### src/rtl/link_pkg.sv
// Shared constants and types for the 18-bit word link.
package link_pkg;

  localparam int unsigned WORD_W          = 18;
  localparam int unsigned BYTE_W          = 8;
  localparam int unsigned BYTES_PER_WORD  = 3;
  localparam int unsigned WORDS_PER_FRAME = 97;
  // Unused low bits of the last byte of a word; they must arrive as zero.
  localparam int unsigned PAD_W           = BYTES_PER_WORD * BYTE_W - WORD_W;

  typedef enum logic [1:0] {
    ERR_NONE = 2'd0,
    ERR_STOP = 2'd1,
    ERR_PAD  = 2'd2,
    ERR_GAP  = 2'd3
  } err_code_e;

  typedef enum logic [2:0] {
    RX_IDLE      = 3'd0,
    RX_START     = 3'd1,
    RX_DATA      = 3'd2,
    RX_STOP      = 3'd3,
    RX_WAIT_HIGH = 3'd4
  } rx_state_e;

  function automatic logic pad_clear(input logic [BYTE_W-1:0] b);
    return b[PAD_W-1:0] == {PAD_W{1'b0}};
  endfunction

endpackage

### src/rtl/rs485_byte_rx.sv
// RS-485 byte receiver: line synchroniser, bit timing and start/8 data/stop framing FSM.
module rs485_byte_rx
  import link_pkg::*;
#(
  parameter int unsigned CLKS_PER_BIT = 1
) (
  input  logic              clk5MHz,
  input  logic              rst,
  input  logic              rs485_rx,
  input  logic              rx_en,
  output logic [BYTE_W-1:0] rx_byte,
  output logic              byte_valid,
  output logic              stop_err,
  output logic              line_idle
);

  localparam int unsigned HALF        = (CLKS_PER_BIT - 1) / 2;
  localparam logic [7:0]  BIT_RELOAD  = 8'(CLKS_PER_BIT - 1);
  localparam logic [7:0]  HALF_RELOAD = (HALF == 0) ? 8'd0 : 8'(HALF - 1);

  logic              sync1_r;
  logic              sync2_r;
  rx_state_e         state_r;
  logic [7:0]        cnt_r;
  logic [2:0]        bit_cnt_r;
  logic [BYTE_W-1:0] shift_r;
  logic              rx_s;
  logic              sample_s;

  assign rx_s     = sync2_r;
  assign sample_s = (cnt_r == 8'd0);

  // Stop-bit verdicts are combinational so the word stage can register them one cycle after the sample.
  assign rx_byte    = shift_r;
  assign byte_valid = rx_en && (state_r == RX_STOP) && sample_s && rx_s;
  assign stop_err   = rx_en && (state_r == RX_STOP) && sample_s && !rx_s;
  assign line_idle  = (state_r == RX_IDLE);

  // Two-flop synchroniser on the asynchronous line, idling high.
  always_ff @(posedge clk5MHz or posedge rst) begin
    if (rst) begin
      sync1_r <= 1'b1;
      sync2_r <= 1'b1;
    end else begin
      sync1_r <= rs485_rx;
      sync2_r <= sync1_r;
    end
  end

  // Framing FSM; cnt_r counts down to the next sample point.
  always_ff @(posedge clk5MHz or posedge rst) begin
    if (rst) begin
      state_r   <= RX_IDLE;
      cnt_r     <= 8'd0;
      bit_cnt_r <= 3'd0;
      shift_r   <= {BYTE_W{1'b0}};
    end else if (!rx_en) begin
      state_r   <= RX_IDLE;
      cnt_r     <= 8'd0;
      bit_cnt_r <= 3'd0;
    end else begin
      case (state_r)
        RX_IDLE: begin
          if (!rx_s) begin
            bit_cnt_r <= 3'd0;
            // With no half-bit delay the detecting sample already confirms the start bit.
            if (HALF == 0) begin
              state_r <= RX_DATA;
              cnt_r   <= BIT_RELOAD;
            end else begin
              state_r <= RX_START;
              cnt_r   <= HALF_RELOAD;
            end
          end
        end
        RX_START: begin
          if (sample_s) begin
            if (rx_s) begin
              state_r <= RX_IDLE;
            end else begin
              state_r <= RX_DATA;
              cnt_r   <= BIT_RELOAD;
            end
          end else begin
            cnt_r <= cnt_r - 8'd1;
          end
        end
        RX_DATA: begin
          if (sample_s) begin
            shift_r <= {shift_r[BYTE_W-2:0], rx_s};
            cnt_r   <= BIT_RELOAD;
            if (bit_cnt_r == 3'(BYTE_W - 1)) begin
              state_r <= RX_STOP;
            end else begin
              bit_cnt_r <= bit_cnt_r + 3'd1;
            end
          end else begin
            cnt_r <= cnt_r - 8'd1;
          end
        end
        RX_STOP: begin
          if (sample_s) begin
            state_r <= rx_s ? RX_IDLE : RX_WAIT_HIGH;
          end else begin
            cnt_r <= cnt_r - 8'd1;
          end
        end
        RX_WAIT_HIGH: begin
          if (rx_s) begin
            state_r <= RX_IDLE;
          end
        end
        default: begin
          state_r <= RX_IDLE;
        end
      endcase
    end
  end

endmodule

### src/rtl/rs485_word_rx.sv
// Word receiver: assembles three bytes per 18-bit word, checks padding and inter-byte gaps,
// and counts words within a frame.
module rs485_word_rx #(
  parameter int unsigned CLKS_PER_BIT    = 1,
  parameter int unsigned WORDS_PER_FRAME = link_pkg::WORDS_PER_FRAME,
  parameter int unsigned GAP_TIMEOUT     = 64
) (
  input  logic                        clk5MHz,
  input  logic                        rst,
  input  logic                        rs485_rx,
  input  logic                        rx_en,
  output logic [link_pkg::WORD_W-1:0] data_out,
  output logic                        data_valid,
  output logic [6:0]                  word_idx,
  output logic                        frame_done,
  output logic                        err,
  output logic [1:0]                  err_code
);

  localparam logic [6:0]  LAST_IDX = 7'(WORDS_PER_FRAME - 1);
  localparam logic [15:0] GAP_LAST = 16'(GAP_TIMEOUT - 1);

  logic [link_pkg::BYTE_W-1:0] rx_byte_s;
  logic                        byte_valid_s;
  logic                        stop_err_s;
  logic                        line_idle_s;
  logic [link_pkg::BYTE_W-1:0] byte0_r;
  logic [link_pkg::BYTE_W-1:0] byte1_r;
  logic [1:0]                  byte_idx_r;
  logic [6:0]                  word_cnt_r;
  logic [15:0]                 gap_cnt_r;

  rs485_byte_rx #(
    .CLKS_PER_BIT (CLKS_PER_BIT)
  ) u_byte_rx (
    .clk5MHz    (clk5MHz),
    .rst        (rst),
    .rs485_rx   (rs485_rx),
    .rx_en      (rx_en),
    .rx_byte    (rx_byte_s),
    .byte_valid (byte_valid_s),
    .stop_err   (stop_err_s),
    .line_idle  (line_idle_s)
  );

  // Byte assembly, word/frame counting, gap timer and error reporting.
  always_ff @(posedge clk5MHz or posedge rst) begin
    if (rst) begin
      data_out   <= {link_pkg::WORD_W{1'b0}};
      data_valid <= 1'b0;
      word_idx   <= 7'd0;
      frame_done <= 1'b0;
      err        <= 1'b0;
      err_code   <= link_pkg::ERR_NONE;
      byte0_r    <= {link_pkg::BYTE_W{1'b0}};
      byte1_r    <= {link_pkg::BYTE_W{1'b0}};
      byte_idx_r <= 2'd0;
      word_cnt_r <= 7'd0;
      gap_cnt_r  <= 16'd0;
    end else begin
      data_valid <= 1'b0;
      frame_done <= 1'b0;
      err        <= 1'b0;
      if (!rx_en) begin
        byte_idx_r <= 2'd0;
        word_cnt_r <= 7'd0;
        gap_cnt_r  <= 16'd0;
      end else if (stop_err_s) begin
        err        <= 1'b1;
        err_code   <= link_pkg::ERR_STOP;
        byte_idx_r <= 2'd0;
        gap_cnt_r  <= 16'd0;
      end else if (byte_valid_s) begin
        gap_cnt_r <= 16'd0;
        case (byte_idx_r)
          2'd0: begin
            byte0_r    <= rx_byte_s;
            byte_idx_r <= 2'd1;
          end
          2'd1: begin
            byte1_r    <= rx_byte_s;
            byte_idx_r <= 2'd2;
          end
          2'd2: begin
            byte_idx_r <= 2'd0;
            if (!link_pkg::pad_clear(rx_byte_s)) begin
              err      <= 1'b1;
              err_code <= link_pkg::ERR_PAD;
            end else begin
              data_out   <= {rx_byte_s[7:6], byte0_r, byte1_r};
              data_valid <= 1'b1;
              word_idx   <= word_cnt_r;
              if (word_cnt_r == LAST_IDX) begin
                frame_done <= 1'b1;
                word_cnt_r <= 7'd0;
              end else begin
                word_cnt_r <= word_cnt_r + 7'd1;
              end
            end
          end
          default: begin
            byte_idx_r <= 2'd0;
          end
        endcase
      end else if (line_idle_s && (byte_idx_r != 2'd0)) begin
        // A stalled word also restarts the frame, since its position is no longer trustworthy.
        if (gap_cnt_r == GAP_LAST) begin
          err        <= 1'b1;
          err_code   <= link_pkg::ERR_GAP;
          byte_idx_r <= 2'd0;
          word_cnt_r <= 7'd0;
          gap_cnt_r  <= 16'd0;
        end else begin
          gap_cnt_r <= gap_cnt_r + 16'd1;
        end
      end else begin
        gap_cnt_r <= 16'd0;
      end
    end
  end

endmodule

### config.mk
export PLATFORM = sky130hd
export DESIGN_NAME = rs485_word_rx
export DESIGN_NICKNAME = d
export VERILOG_FILES = /design/src/rtl/link_pkg.sv /design/src/rtl/rs485_byte_rx.sv /design/src/rtl/rs485_word_rx.sv
export SDC_FILE = /design/constraint.sdc
export NUM_CORES = 1
export LEC_CHECK = 0
export BUFFER_PORTS_ARGS = -buffer_cell sky130_fd_sc_hd__buf_2
export CORE_MARGIN = 2
export CORE_UTILIZATION = 44
export DETAILED_ROUTE_END_ITERATION = 10
export RECOVER_POWER = 100
export SETUP_SLACK_MARGIN = 0.5
export SLEW_MARGIN = 20
export SYNTH_ARGS = -nofsm -noshare
export SYNTH_HDL_FRONTEND = slang
export SYNTH_HIERARCHICAL = 1
export SYNTH_SLANG_ARGS = --single-unit
### constraint.sdc
create_clock -name clk5MHz -period 6.7 [get_ports clk5MHz]
set_input_delay 2.01 -clock clk5MHz [delete_from_list [all_inputs] [get_ports clk5MHz]]
set_output_delay 2.01 -clock clk5MHz [all_outputs]
set_load 0.01 [all_outputs]
Word level (Yosys, flattened, before mapping)
Cells that the tools add are included.
Word-level totals
  register bits: 95
  input bits: 4
  output and inout bits: 30
  logic and storage cells: 137
Operators by class
  $add $sub $neg: 4
  equal/unequal tests: 28
  muxes and demuxes: 64
  bitwise logic cells: 1
  reductions and logical operators: 23
Operators by type and width (number)
  2-to-1 mux 16 bit: 5
  2-to-1 mux 7 bit: 8
  2-to-1 mux 8 bit: 5
  2-to-1 mux 3 bit: 12
  case mux 8 bit (4 select lines): 1
  2-to-1 mux 2 bit: 12
  inequality test 3 x 2 -> 1 bit (second input constant): 7
  2-to-1 mux 1 bit: 18
  adder 16 x 1 -> 16 bit (second input constant): 1
  equality test 16 x 6 -> 1 bit (second input constant): 1
  case mux 3 bit (5 select lines): 1
  AND reduction 5 bit: 3
  inequality test 3 x 1 -> 1 bit (second input constant): 4
  inequality test 3 bit (second input constant): 4
  AND reduction 4 bit: 3
  logical NOT 8 bit: 1
  inequality test 4 x 1 -> 1 bit (second input constant): 2
  subtractor 8 x 1 -> 8 bit (second input constant): 1
  adder 7 x 1 -> 7 bit (second input constant): 1
  equality test 7 bit (second input constant): 1
  equality test 3 x 2 -> 1 bit (second input constant): 2
  equality test 3 bit (second input constant): 2
  logical NOT 6 bit: 1
  case mux 3 bit (2 select lines): 1
  17 further kinds: 23

Depth between registers and ports, before layout
Gate-level depths: netlist (run 1).
  depth after elaboration: 7
  mapped depth: 13
  gate-level depth less buffers: 10

Modules after synthesis
The synthesis (run 1) kept the hierarchy.
Modules (own cells, without submodules)
  rs485_word_rx: instances 1, cells each 298, area an instance 3091.7 µm², seq. area each 1776.7 µm²
  rs485_byte_rx: instances 1, cells each 132, area an instance 1346.3 µm², seq. area each 603.1 µm²

Worst setup path after synthesis (run 1)
No wires, ideal clock.
  path type: input -> register
  start point: input port rx_en
  end point: register byte1_r[0] (netlist name)
  library setup time: 125 ps
  arrival time: 3580 ps
  required time: 6575 ps
  slack: 2996 ps
  stages: 6
  buffers on the path: 1
  path through: nand2b_1 nor4_1 and3b_1 and3b_1 buf_2 mux2_2
On the way
  elaborated cells on any way between the ends: 6
  classes of those cells: bitwise (1); reduce/logical (5)
RTL lines
  from (decl): RTL line rs485_word_rx.sv:11  | input logic rx_en,
  logical AND 1 bit (3 in a row): RTL line rs485_byte_rx.sv:35  | assign byte_valid = rx_en && (state_r == RX_STOP) && sample_s && rx_s;
  named net byte_valid_s: RTL line rs485_word_rx.sv:24  | logic byte_valid_s;
  AND reduction 4 bit (no source line)
  to (signal assigned): RTL line rs485_word_rx.sv:56  | byte1_r <= {link_pkg::BYTE_W{1'b0}};
  to (signal assigned): RTL line rs485_word_rx.sv:81  | byte1_r <= rx_byte_s;
  to (decl): RTL line rs485_word_rx.sv:28  | logic [link_pkg::BYTE_W-1:0] byte1_r;
The timed path passes the listed nets, and every way through them passes these cells.
A chain may end at the register's enable or synchronous reset.

Worst setup path in the final report (run 1)
  start point: input port rx_en
  end point: register word_cnt_r[5]
On the way
  elaborated cells on any way between the ends: 13
  classes of those cells: eq/ne (5); mux (3); reduce/logical (5)
RTL lines
  logical AND 1 bit (3 in a row): RTL line rs485_byte_rx.sv:36  | assign stop_err = rx_en && (state_r == RX_STOP) && sample_s && !rx_s;
  named net stop_err_s: RTL line rs485_word_rx.sv:25  | logic stop_err_s;
  inequality test 2 bit (no source line)
  AND reduction 5 bit (no source line)
  to (signal assigned): RTL line rs485_word_rx.sv:97  | word_cnt_r <= word_cnt_r + 7'd1;
  to (decl): RTL line rs485_word_rx.sv:30  | logic [6:0] word_cnt_r;
The timed path passes the listed nets, and every way through them passes these cells. The select of a mux whose other input is x is not followed.

==> flow_metrics.py, run 1 <==
metrics = {
    "clocking": {
        "clk_pin_slew_ps": 100,
        "post_cts_hold_buffer_count": 0,
        "cts_inserted_buffers": 9,
        "h-tree-depth": 3,
        "clockBufferDepth": 2,
        "cts_root_buffer": "sky130_fd_sc_hd__clkbuf_8",
        "post_cts.repair.setup_buffers": 0,
        "cts_tree": "built",
        "clk_latency_ps": 370,
        "cts.sinks": 95,
        "post_cts_resize_count": 0,
    },
    "global_routing": {
        "globalRouteTotalUtil_pct": 16.44,
        "grt_antenna_before_repair": 0,
        "busiest_layer": "met2",
        "grt_max_degree": 72,
        "globalRouteOverflowTotal": 0,
        "first_pass_grt_wire_length_um": 14700,
        "groute.layer.met3.usage_pct": 3.446,
        "globalRouteMet1Util_pct": 23.89,
        "grt_use_met2_pct": 24.28,
        "first_global_vias": 3026,
    },
    "critical_path": {
        "critical-path-max-stage-delay_ps": 840,
        "worst_r2r_path_cells": 10,
        "worst_setup_path_end_kind": "flip-flop",
        "crit_arrival_ps": 5460,
        "cp_data_required_time_ps": 6920,
        "timing.critical_path.max_delay_family": "simple AND/OR/NAND/NOR gates",
        "critical_path_peak_fanout": 29,
        "path_class": "in -> reg",
        "cp-start-kind": "primary input",
        "timing.critical_path.depth": 8,
        "list_of_cells_traversed_by_the_critical_path": "clkbuf_1 -> nand2b_1 -> nor4_1 -> and3b_1 -> nand3_1 -> inv_2 -> a41oi_1 -> a31oi_1",
        "critical-path-slowest-cell": "sky130_fd_sc_hd__nor4_1",
        "critical_path.n_buffers_inverters": 2,
    },
    "final_layout": {
        "mostFrequentLayoutCell": "sky130_fd_sc_hd__dfrtp_1",
        "post_route_cells_drive_above_1_share_pct": 14.01,
        "syn2layout_area_growth_pct": 8.712,
        "total_inserted_antenna_cells": 0,
        "final_nets": 470,
        "n_fill_cell": 947,
        "layout.core_utilization_pct": 49.36,
        "layout_common_cells": "sky130_fd_sc_hd__dfrtp_1, sky130_fd_sc_hd__nand2_1, sky130_fd_sc_hd__clkbuf_1, sky130_fd_sc_hd__nor2_1, sky130_fd_sc_hd__mux2_2",
        "design_area_um2": 4825,
    },
    "sta": {
        "maxClockFrequency_mhz": 191.0,
        "maxSlewViolCount": 0,
        "final-setup-viol-count": 0,
        "rsz0062_at_grt": "no",
        "report.final.hold_viol_count": 0,
        "relSlewSlack_pct": 30.10,
        "period_share_pct": 78.12,
        "hold-worst-slack_ps": 362.5,
        "skew_ps": 13.04,
        "worstMarginPinSlew_ps": 1048,
        "setup_tns_ps": 0,
        "timing.final.crit_period_ps": 5234,
    },
    "hold_path": {
        "holdPathStages": 0,
        "hp-class": "reg -> reg",
    },
    "run": {
        "cap_viol_max_count": 0,
    },
    "floorplanning": {
        "io_pins": 34,
        "rows": 36,
        "effective_utilization_at_floorplan_pct": 45.40,
        "dieHeight_um": 104.4,
        "floorplan.die.width_um": 104.4,
        "fp.dieArea_um2": 10910,
        "design.core.area_um2": 9774,
    },
    "routing": {
        "vias_per_cell": 5.318,
        "drt_iter0_drc": 155,
        "vias": 3175,
        "drt_drc_violations_left": 0,
        "ant_nets": 0,
        "drt_pre_antenna_iters": 4,
        "routed_wirelength_um": 8425,
        "detail_route.wl_per_cell_um": 14.11,
    },
    "placed_design": {
        "gp_congestion": 0.8358,
        "placed_cell_area_um2": 4671,
        "dp_hpwl_um": 5610,
        "buffer_ports.inserted": 33,
    },
    "logic_synthesis": {
        "synth_area_um2": 4438,
        "seq_area_frac_synth_pct": 53.62,
        "synth_fp_nets": 441,
        "yosys_warnings": 6,
        "syn-instance-count": 430,
        "avgSynthCellArea_um2": 10.32,
        "ys_seq_elements": 95,
        "synth-edff-count": 0,
        "postSynth.topFlopCell": "sky130_fd_sc_hd__dfrtp_1",
        "synth.lib_cells_used.distinct": 60,
        "ys_async_sr_fraction_pct": 100.0,
    },
    "pwr": {
        "irDropWorstVdd_uv": 177.0,
        "leakage_nw": 2.260,
        "power_per_cell_area_nw_per_um2": 281.3,
    },
    "run_status": {
        "result_of_the_run": "completed",
    },
}
cell families (layout without fill, tap and decap cells):
kind of cell | count (synthesis) | count (layout) | share of synthesized area (%)
XOR/XNOR | 12 | 12 | 2.368
multiplexers | 25 | 25 | 6.287
AND/OR/NAND/NOR | 195 | 195 | 21.91
flip-flops | 95 | 95 | 53.62
adder cells (fa/ha/maj) | 7 | 7 | 1.973
AO/OA/AOI/OAI | 67 | 67 | 10.18
buffers and inverters | 29 | 63 | 3.665
worst register-to-register path, delay by kind of cell (launching register included):
family | cells | cell delay (ps)
flops | 1 | 400
fa+ha+maj | 1 | 180
compound gates | 2 | 380
buf+inv | 2 | 500
simple gates | 5 | 2580
layer usage:
layer  share of wire, %  routed length (um)
met3                3.6                 302
met5                  0                   0
met2                 44                3748
met4                1.5                 123
met1                 50                4252
area by class of cell:
class / count / area [um^2] / share of cell area [%]
Clock buffer: 10 / 137.6 / 2.853
Clock inverter: 6 / 60.06 / 1.245
Inverter: 11 / 41.29 / 0.8558
Multi-Input combinational cell: 306 / 1892 / 39.21
Sequential cell: 95 / 2380 / 49.33
Tap cell: 133 / 166.4 / 3.449
Timing Repair Buffer: 36 / 147.6 / 3.060
metrics by stage:
stage	power [mW]	setup slack, ps	cells
2_1_floorplan	0.9401	2893	430
5_1_grt	1.447	1020	597
6_report	1.357	1466	597
4_1_cts	1.372	1947	597
3_5_place_dp	0.9973	1593	581
3_3_place_gp	0.9891	1704	581
report_power, final:
part | internal, mW | switching [mW]
clock | 0.154 | 0.219
sequential | 0.619 | 0.0676
combinational | 0.125 | 0.173
total | 0.898 | 0.459
state kept, by name, indices dropped and copies added (netlist names):
| register | flops |
|---|---|
| byte0_r | 8 |
| byte1_r | 8 |
| byte_idx_r | 2 |
| data_out | 18 |
| data_valid | 1 |
| err | 1 |
| err_code | 2 |
| frame_done | 1 |
| gap_cnt_r | 16 |
| u_byte_rx/bit_cnt_r | 3 |
| u_byte_rx/cnt_r | 8 |
| u_byte_rx/rx_byte | 8 |
| u_byte_rx/rx_s | 1 |
| u_byte_rx/state_r | 3 |
| u_byte_rx/sync1_r | 1 |
| word_cnt_r | 7 |
| word_idx | 7 |
final timing paths:
kind                                     from  slack (ps)                  to
setup / recovery                        rx_en        1470       word_cnt_r[5]
hold / removal              u_byte_rx/sync1_r         360      u_byte_rx/rx_s
setup reg to reg           u_byte_rx/cnt_r[0]        2490       word_cnt_r[5]
hold reg to reg             u_byte_rx/sync1_r         360      u_byte_rx/rx_s
max in group asynchronous                 rst        4250       gap_cnt_r[14]
min in group asynchronous                 rst        1820  u_byte_rx/cnt_r[7]
cells in the mapped netlist (4+ instances only):
cell | instances | share of area (%)
sky130_fd_sc_hd__a21oi_1 | 11 | 1.2
sky130_fd_sc_hd__nor4b_1 | 5 | 0.99
sky130_fd_sc_hd__nand3_1 | 16 | 1.8
sky130_fd_sc_hd__ha_1 | 7 | 2.0
sky130_fd_sc_hd__o21ai_0 | 18 | 2.0
sky130_fd_sc_hd__nor2b_1 | 4 | 0.56
sky130_fd_sc_hd__nand4_1 | 7 | 0.99
sky130_fd_sc_hd__dfrtp_1 | 93 | 52
sky130_fd_sc_hd__nor2_1 | 27 | 2.3
sky130_fd_sc_hd__buf_2 | 8 | 0.90
sky130_fd_sc_hd__inv_1 | 10 | 0.85
sky130_fd_sc_hd__nand2_1 | 91 | 7.7
sky130_fd_sc_hd__a31oi_1 | 9 | 1.3
sky130_fd_sc_hd__xor2_1 | 11 | 2.2
sky130_fd_sc_hd__o21a_1 | 6 | 1.0
sky130_fd_sc_hd__nand2b_1 | 5 | 0.70
sky130_fd_sc_hd__nor4_1 | 6 | 0.85
sky130_fd_sc_hd__mux2_2 | 23 | 5.8
sky130_fd_sc_hd__and2_1 | 4 | 0.56
sky130_fd_sc_hd__nor3_1 | 6 | 0.68
No activity file was read; power rests on OpenSTA's default activity.
==> run 2: changes to the inputs <==
- clock period: 6.7 -> 5.2 ns (I/O delays scaled with it)
==> run 2 against run 1 <==
The flow now finishes with violations (capacitance limit, slew limit). Global-route usage up 0.32 points. Via count up 1.0%. Routed wire length up 2.6%.
==> flow_metrics.py, run 2 (synthesized netlist as in run 1, its figures left out) <==
metrics = {
    "critical_path": {
        "path_class": "in -> reg",
        "worst_r2r_startpoint": "u_byte_rx/cnt_r[0]",
        "worst_r2r_path_cells": 12,
        "timing.critical_path.max_delay_family": "buffers and inverters",
        "critical-path-max-stage-delay_ps": 780,
        "worst_setup_path_end_kind": "flip-flop",
        "critical_path.n_buffers_inverters": 4,
        "crit_arrival_ps": 4400,
        "critical_path_peak_fanout": 30,
        "cp_data_required_time_ps": 5470,
        "cp-start-kind": "primary input",
        "list_of_cells_traversed_by_the_critical_path": "clkbuf_1 -> nand2b_1 -> nor4_1 -> buf_4 -> and3b_1 -> nand3_1 -> buf_4 -> inv_2 -> a41oi_1 -> a31oi_1",
        "critical_path.reg2reg.endpoint": "word_cnt_r[5]",
        "path_common_cell": "sky130_fd_sc_hd__buf_4",
        "worst_r2r_setup_slack_ps": 1640,
        "critical-path-slowest-cell": "sky130_fd_sc_hd__clkbuf_1",
    },
    "pwr": {
        "power_per_cell_area_nw_per_um2": 372.1,
        "leakage_nw": 2.257,
        "irDropWorstVdd_uv": 313.3,
    },
    "sta": {
        "timing.final.crit_period_ps": 4129,
        "maxClockFrequency_mhz": 242.2,
        "final-setup-viol-count": 0,
        "final_critical_path_setup_slack_ps": 1071,
        "skew_ps": 17.76,
        "maxSlewViolCount": 50,
        "worstMarginPinSlew_ps": 2089,
        "report.final.hold_viol_count": 0,
        "period_share_pct": 79.40,
        "rsz0062_at_grt": "no",
        "relSlewSlack_pct": -40.02,
        "setup_tns_ps": 0,
    },
    "hold_path": {
        "min_to": "u_byte_rx/rx_s",
        "holdPathStages": 0,
        "hp-class": "reg -> reg",
        "worst_hold_startpoint": "u_byte_rx/sync1_r",
    },
    "clocking": {
        "cts_root_buffer": "sky130_fd_sc_hd__clkbuf_8",
        "clk_latency_ps": 350,
        "cts_inserted_buffers": 9,
        "clockBufferDepth": 2,
        "clk_pin_slew_ps": 100,
        "cts.sinks": 95,
        "cts_tree": "built",
        "post_cts_hold_buffer_count": 0,
        "post_cts_resize_count": 0,
        "post_cts.repair.setup_buffers": 0,
        "h-tree-depth": 3,
    },
    "routing": {
        "ant_nets": 0,
        "detail_route.wl_per_cell_um": 14.47,
        "vias_per_cell": 5.374,
        "drt_iter0_drc": 114,
        "drt_pre_antenna_iters": 4,
        "vias": 3208,
        "drt_drc_violations_left": 0,
        "routed_wirelength_um": 8641,
    },
    "final_layout": {
        "post_route_cells_drive_above_1_share_pct": 13.79,
        "number_of_flip_flops_under_the_largest_register_name": 18,
        "syn2layout_area_growth_pct": 9.163,
        "regMostFlops": "data_out",
        "mostFrequentLayoutCell": "sky130_fd_sc_hd__dfrtp_1",
        "final_nets": 471,
        "total_inserted_antenna_cells": 0,
        "layout_common_cells": "sky130_fd_sc_hd__dfrtp_1, sky130_fd_sc_hd__nand2_1, sky130_fd_sc_hd__clkbuf_1, sky130_fd_sc_hd__nor2_1, sky130_fd_sc_hd__mux2_2",
        "layout_top_registers": "data_out x18, gap_cnt_r x16",
    },
    "placed_design": {
        "dp_worst_setup_slack_ps": 1229,
        "buffer_ports.inserted": 33,
        "dp_hpwl_um": 5724,
        "gp_congestion": 0.8278,
    },
    "floorplanning": {
        "io_pins": 34,
        "floorplan.die.width_um": 104.4,
        "dieHeight_um": 104.4,
        "design.core.area_um2": 9774,
        "fp.dieArea_um2": 10910,
        "rows": 36,
        "effective_utilization_at_floorplan_pct": 45.40,
    },
    "run_status": {
        "result_of_the_run": "finished with violations",
        "violations": "capacitance limit, slew limit",
    },
    "run": {
        "cap_viol_max_count": 1,
    },
    "global_routing": {
        "first_pass_grt_wire_length_um": 15210,
        "globalRouteOverflowTotal": 0,
        "grt_max_degree": 50,
        "globalRouteTotalUtil_pct": 16.76,
        "first_global_vias": 3201,
        "grt_antenna_before_repair": 0,
    },
}
==> run 2: cell types whose count changed in the layout (fill, tap and decap cells not counted), sizes merged <==
cell	before	now
clkinvlp	0	3
clkinv	3	1
bufinv	0	2
inv	14	11
==> run 2: worst max-delay path by stage <==
stage | start | end | slack (ps) | cells past startpoint
finish | rx_en | word_cnt_r[5] | 1070 | 10
global route | rx_en | word_cnt_r[5] | 690 | 10
CTS | rx_en | word_cnt_r[5] | 1600 | 10
detailed placement | rx_en | word_cnt_r[5] | 1230 | 10
global placement | rx_en | word_cnt_r[5] | 1340 | 10
floorplan | rst | byte0_r[0] | 1840 | 1
==> run 2: stage by stage <==
step | utilization (%) | instance area, um^2 | power (mW) | instances | hold WS [ps]
after floorplan | - | 4438 | 1.211 | 430 | 345.2
after global placement | 47.86 | 4678 | 1.275 | 582 | 347.2
after detailed placement | 47.86 | 4678 | 1.284 | 582 | 348.9
after CTS | 50.08 | 4895 | 1.816 | 597 | 374.0
after global routing | 49.56 | 4845 | 1.910 | 597 | 374.2
final | 49.56 | 4845 | 1.803 | 597 | 372.5
==> run 2: power breakdown <==
part / leakage [nW] / total [mW] / switching [mW] / internal, mW
Combinational: 0.847 / 0.386 / 0.225 / 0.161
Clock: 0.102 / 0.531 / 0.259 / 0.272
Sequential: 1.31 / 0.886 / 0.0882 / 0.797
Total: 2.26 / 1.80 / 0.572 / 1.23
==> run 2: worst register-to-register path: cells and delay by family, from the launching register on <==
family / cells / cell delay (ps)
and+or+nand+nor: 5 / 1590
buffers and inverters: 4 / 960
DFF: 1 / 400
AOI/OAI and AO/OA: 2 / 340
adders and majority gates: 1 / 180
==> run 2: cell type report <==
| cell class | instances | area (um^2) |
|---|---|---|
| Clock inverter | 6 | 92.59 |
| Inverter | 11 | 42.54 |
| Timing Repair Buffer | 37 | 151.4 |
| Clock buffer | 9 | 123.9 |
| Multi-Input combinational cell | 306 | 1888 |
| Sequential cell | 95 | 2380 |
| Fill cell | 962 | 4930 |
| Tap cell | 133 | 166.4 |
==> run 2: per-layer routing <==
| metal | GRT usage [%] | vias to the layer above | wire length (um) |
|---|---|---|---|
| li1 | - | 1557 | - |
| met1 | 24.25 | 1580 | 4331 |
| met2 | 25.91 | 63 | 3966 |
| met3 | 2.506 | 8 | 253 |
| met4 | 5.309 | 0 | 91 |
| met5 | 0 | - | 0 |
==> run 3: changes to the inputs <==
- clock period: 5.2 -> 3.8 ns (I/O delays scaled with it)
==> run 3 against run 2 <==
Critical path type is now reg -> reg. Utilization fell by 0.15 points. Largest cell class unchanged. The flow now finishes without violations. Global-route usage rose by 0.16 points. Register-to-register slack got worse by 1100 ps. Non-clock buffer count increased by 3.
==> flow_metrics.py, run 3 (synthesized netlist as in run 1, its figures left out) <==
metrics = {
    "run_status": {
        "result_of_the_run": "completed",
    },
    "sta": {
        "hold-worst-slack_ps": 359.1,
        "rsz0062_at_grt": "no",
        "worstMarginPinSlew_ps": 1159,
        "maxClockFrequency_mhz": 304.5,
        "relSlewSlack_pct": 22.66,
        "setup_tns_ps": 0,
        "maxSlewViolCount": 0,
        "final-setup-viol-count": 0,
        "final_critical_path_setup_slack_ps": 516.0,
        "period_share_pct": 86.42,
        "report.final.hold_viol_count": 0,
        "skew_ps": 14.38,
        "timing.final.crit_period_ps": 3284,
    },
    "global_routing": {
        "grt_antenna_before_repair": 0,
        "globalRouteOverflowTotal": 0,
        "first_global_vias": 3167,
        "first_pass_grt_wire_length_um": 15210,
        "globalRouteTotalUtil_pct": 16.92,
        "grt_max_degree": 33,
    },
    "placed_design": {
        "placed_cell_area_um2": 4701,
        "buffer_ports.inserted": 33,
        "dp_hpwl_um": 5872,
        "gp_congestion": 0.8229,
        "dp_worst_setup_slack_ps": 585.5,
    },
    "hold_path": {
        "worst_hold_startpoint": "u_byte_rx/sync1_r",
        "hp-class": "reg -> reg",
    },
    "floorplanning": {
        "io_pins": 34,
        "floorplan.die.width_um": 104.4,
        "rows": 36,
        "design.core.area_um2": 9774,
        "fp.dieArea_um2": 10910,
        "effective_utilization_at_floorplan_pct": 45.40,
        "dieHeight_um": 104.4,
    },
    "critical_path": {
        "crit_start": "u_byte_rx/cnt_r[0]",
        "worst_r2r_startpoint": "u_byte_rx/cnt_r[0]",
        "cp_data_required_time_ps": 4040,
        "worst_setup_path_end_kind": "flip-flop",
        "path_class": "reg -> reg",
        "crit_arrival_ps": 3530,
        "critical_path_peak_fanout": 7,
        "cp-start-kind": "flip-flop",
    },
    "clocking": {
        "cts_tree": "built",
        "clk_pin_slew_ps": 100,
        "post_cts_hold_buffer_count": 0,
        "h-tree-depth": 3,
        "clockBufferDepth": 2,
        "cts.sinks": 95,
        "cts_inserted_buffers": 9,
        "cts_root_buffer": "sky130_fd_sc_hd__clkbuf_8",
        "clk_latency_ps": 360,
    },
    "routing": {
        "ant_nets": 0,
        "routed_wirelength_um": 8750,
        "drt_iter0_drc": 167,
        "drt_drc_violations_left": 0,
        "vias_per_cell": 5.353,
        "vias": 3212,
        "drt_pre_antenna_iters": 4,
        "detail_route.wl_per_cell_um": 14.58,
    },
    "final_layout": {
        "regMostFlops": "data_out",
        "final_nets": 474,
        "total_inserted_antenna_cells": 0,
        "layout_top_registers": "data_out x18, gap_cnt_r x16",
        "layout_common_cells": "sky130_fd_sc_hd__dfrtp_1, sky130_fd_sc_hd__nand2_1, sky130_fd_sc_hd__clkbuf_1, sky130_fd_sc_hd__nor2_1, sky130_fd_sc_hd__mux2_2",
        "post_route_cells_drive_above_1_share_pct": 13.70,
        "design_area_um2": 4830,
        "number_of_flip_flops_under_the_largest_register_name": 18,
        "mostFrequentLayoutCell": "sky130_fd_sc_hd__dfrtp_1",
        "syn2layout_area_growth_pct": 8.824,
    },
    "pwr": {
        "power_per_cell_area_nw_per_um2": 486.4,
        "irDropWorstVdd_uv": 327.7,
        "leakage_nw": 2.262,
    },
    "run": {
        "cap_viol_max_count": 0,
    },
}
[run 3: changes by cell type in the layout (fill, tap and decap cells not counted), sizes merged]
cell      change
clkinv        -1
clkinvlp      -1
clkbuf        +1
bufinv        -2
inv           +4
buf           +2
[run 3: where the power goes]
group          switching [mW]  total, mW  internal [mW]
combinational           0.298      0.514          0.216
sequential              0.124       1.22           1.09
clock                   0.373      0.620          0.246
total                   0.796       2.35           1.55
[run 3: timing repair]
action                                  CTS  global route
gates resized for setup                   0             9
endpoints found under the setup margin    0            30
buffers inserted                          0             0
[run 3: per-layer routing]
layer,global-route usage (%),routed length (um),vias up
met5,0,0,-
met4,6.081,116,0
met3,3.195,350,10
met2,26.66,3980,73
met1,23.33,4302,1563
li1,-,-,1566
[run 3: final timing paths]
| kind | depth (start not counted) | slack (ps) | to |
|---|---|---|---|
| min in group asynchronous | 2 | 960 | u_byte_rx/bit_cnt_r[0] |
| min reg2reg | 0 | 360 | u_byte_rx/rx_s |
| max | 10 | 520 | err_code[0] |
| min | 0 | 360 | u_byte_rx/rx_s |
| max in group asynchronous | 3 | 1160 | data_out[14] |
| max reg2reg | 10 | 520 | err_code[0] |
[run 3: layout make-up]
class,count,area [um^2]
Inverter,11,46.29
Sequential cell,95,2380
Clock buffer,9,123.9
Timing Repair Buffer,40,180.2
Fill cell,936,4945
Multi-Input combinational cell,306,1881
Tap cell,133,166.4
Clock inverter,6,52.55
[run 3: per-stage QoR]
stage	utilization, %	power (mW)	instances
global placement	48.09	1.748	585
CTS	49.90	2.389	600
finish	49.41	2.349	600
floorplan	-	1.658	430
global route	49.41	2.502	600
detailed placement	48.09	1.760	585
[run 3: critical path, cell delays in order, from the launching register on]
cell and delay [ps]:
sky130_fd_sc_hd__dfrtp_1 410, sky130_fd_sc_hd__inv_1 120, sky130_fd_sc_hd__ha_1 180, sky130_fd_sc_hd__or3b_2 500, sky130_fd_sc_hd__or2_0 390, sky130_fd_sc_hd__nor4_1 320, sky130_fd_sc_hd__clkbuf_1 310, sky130_fd_sc_hd__nor2b_1 110
sky130_fd_sc_hd__a221oi_1 440, sky130_fd_sc_hd__o21ai_0 140, sky130_fd_sc_hd__o221a_2 260
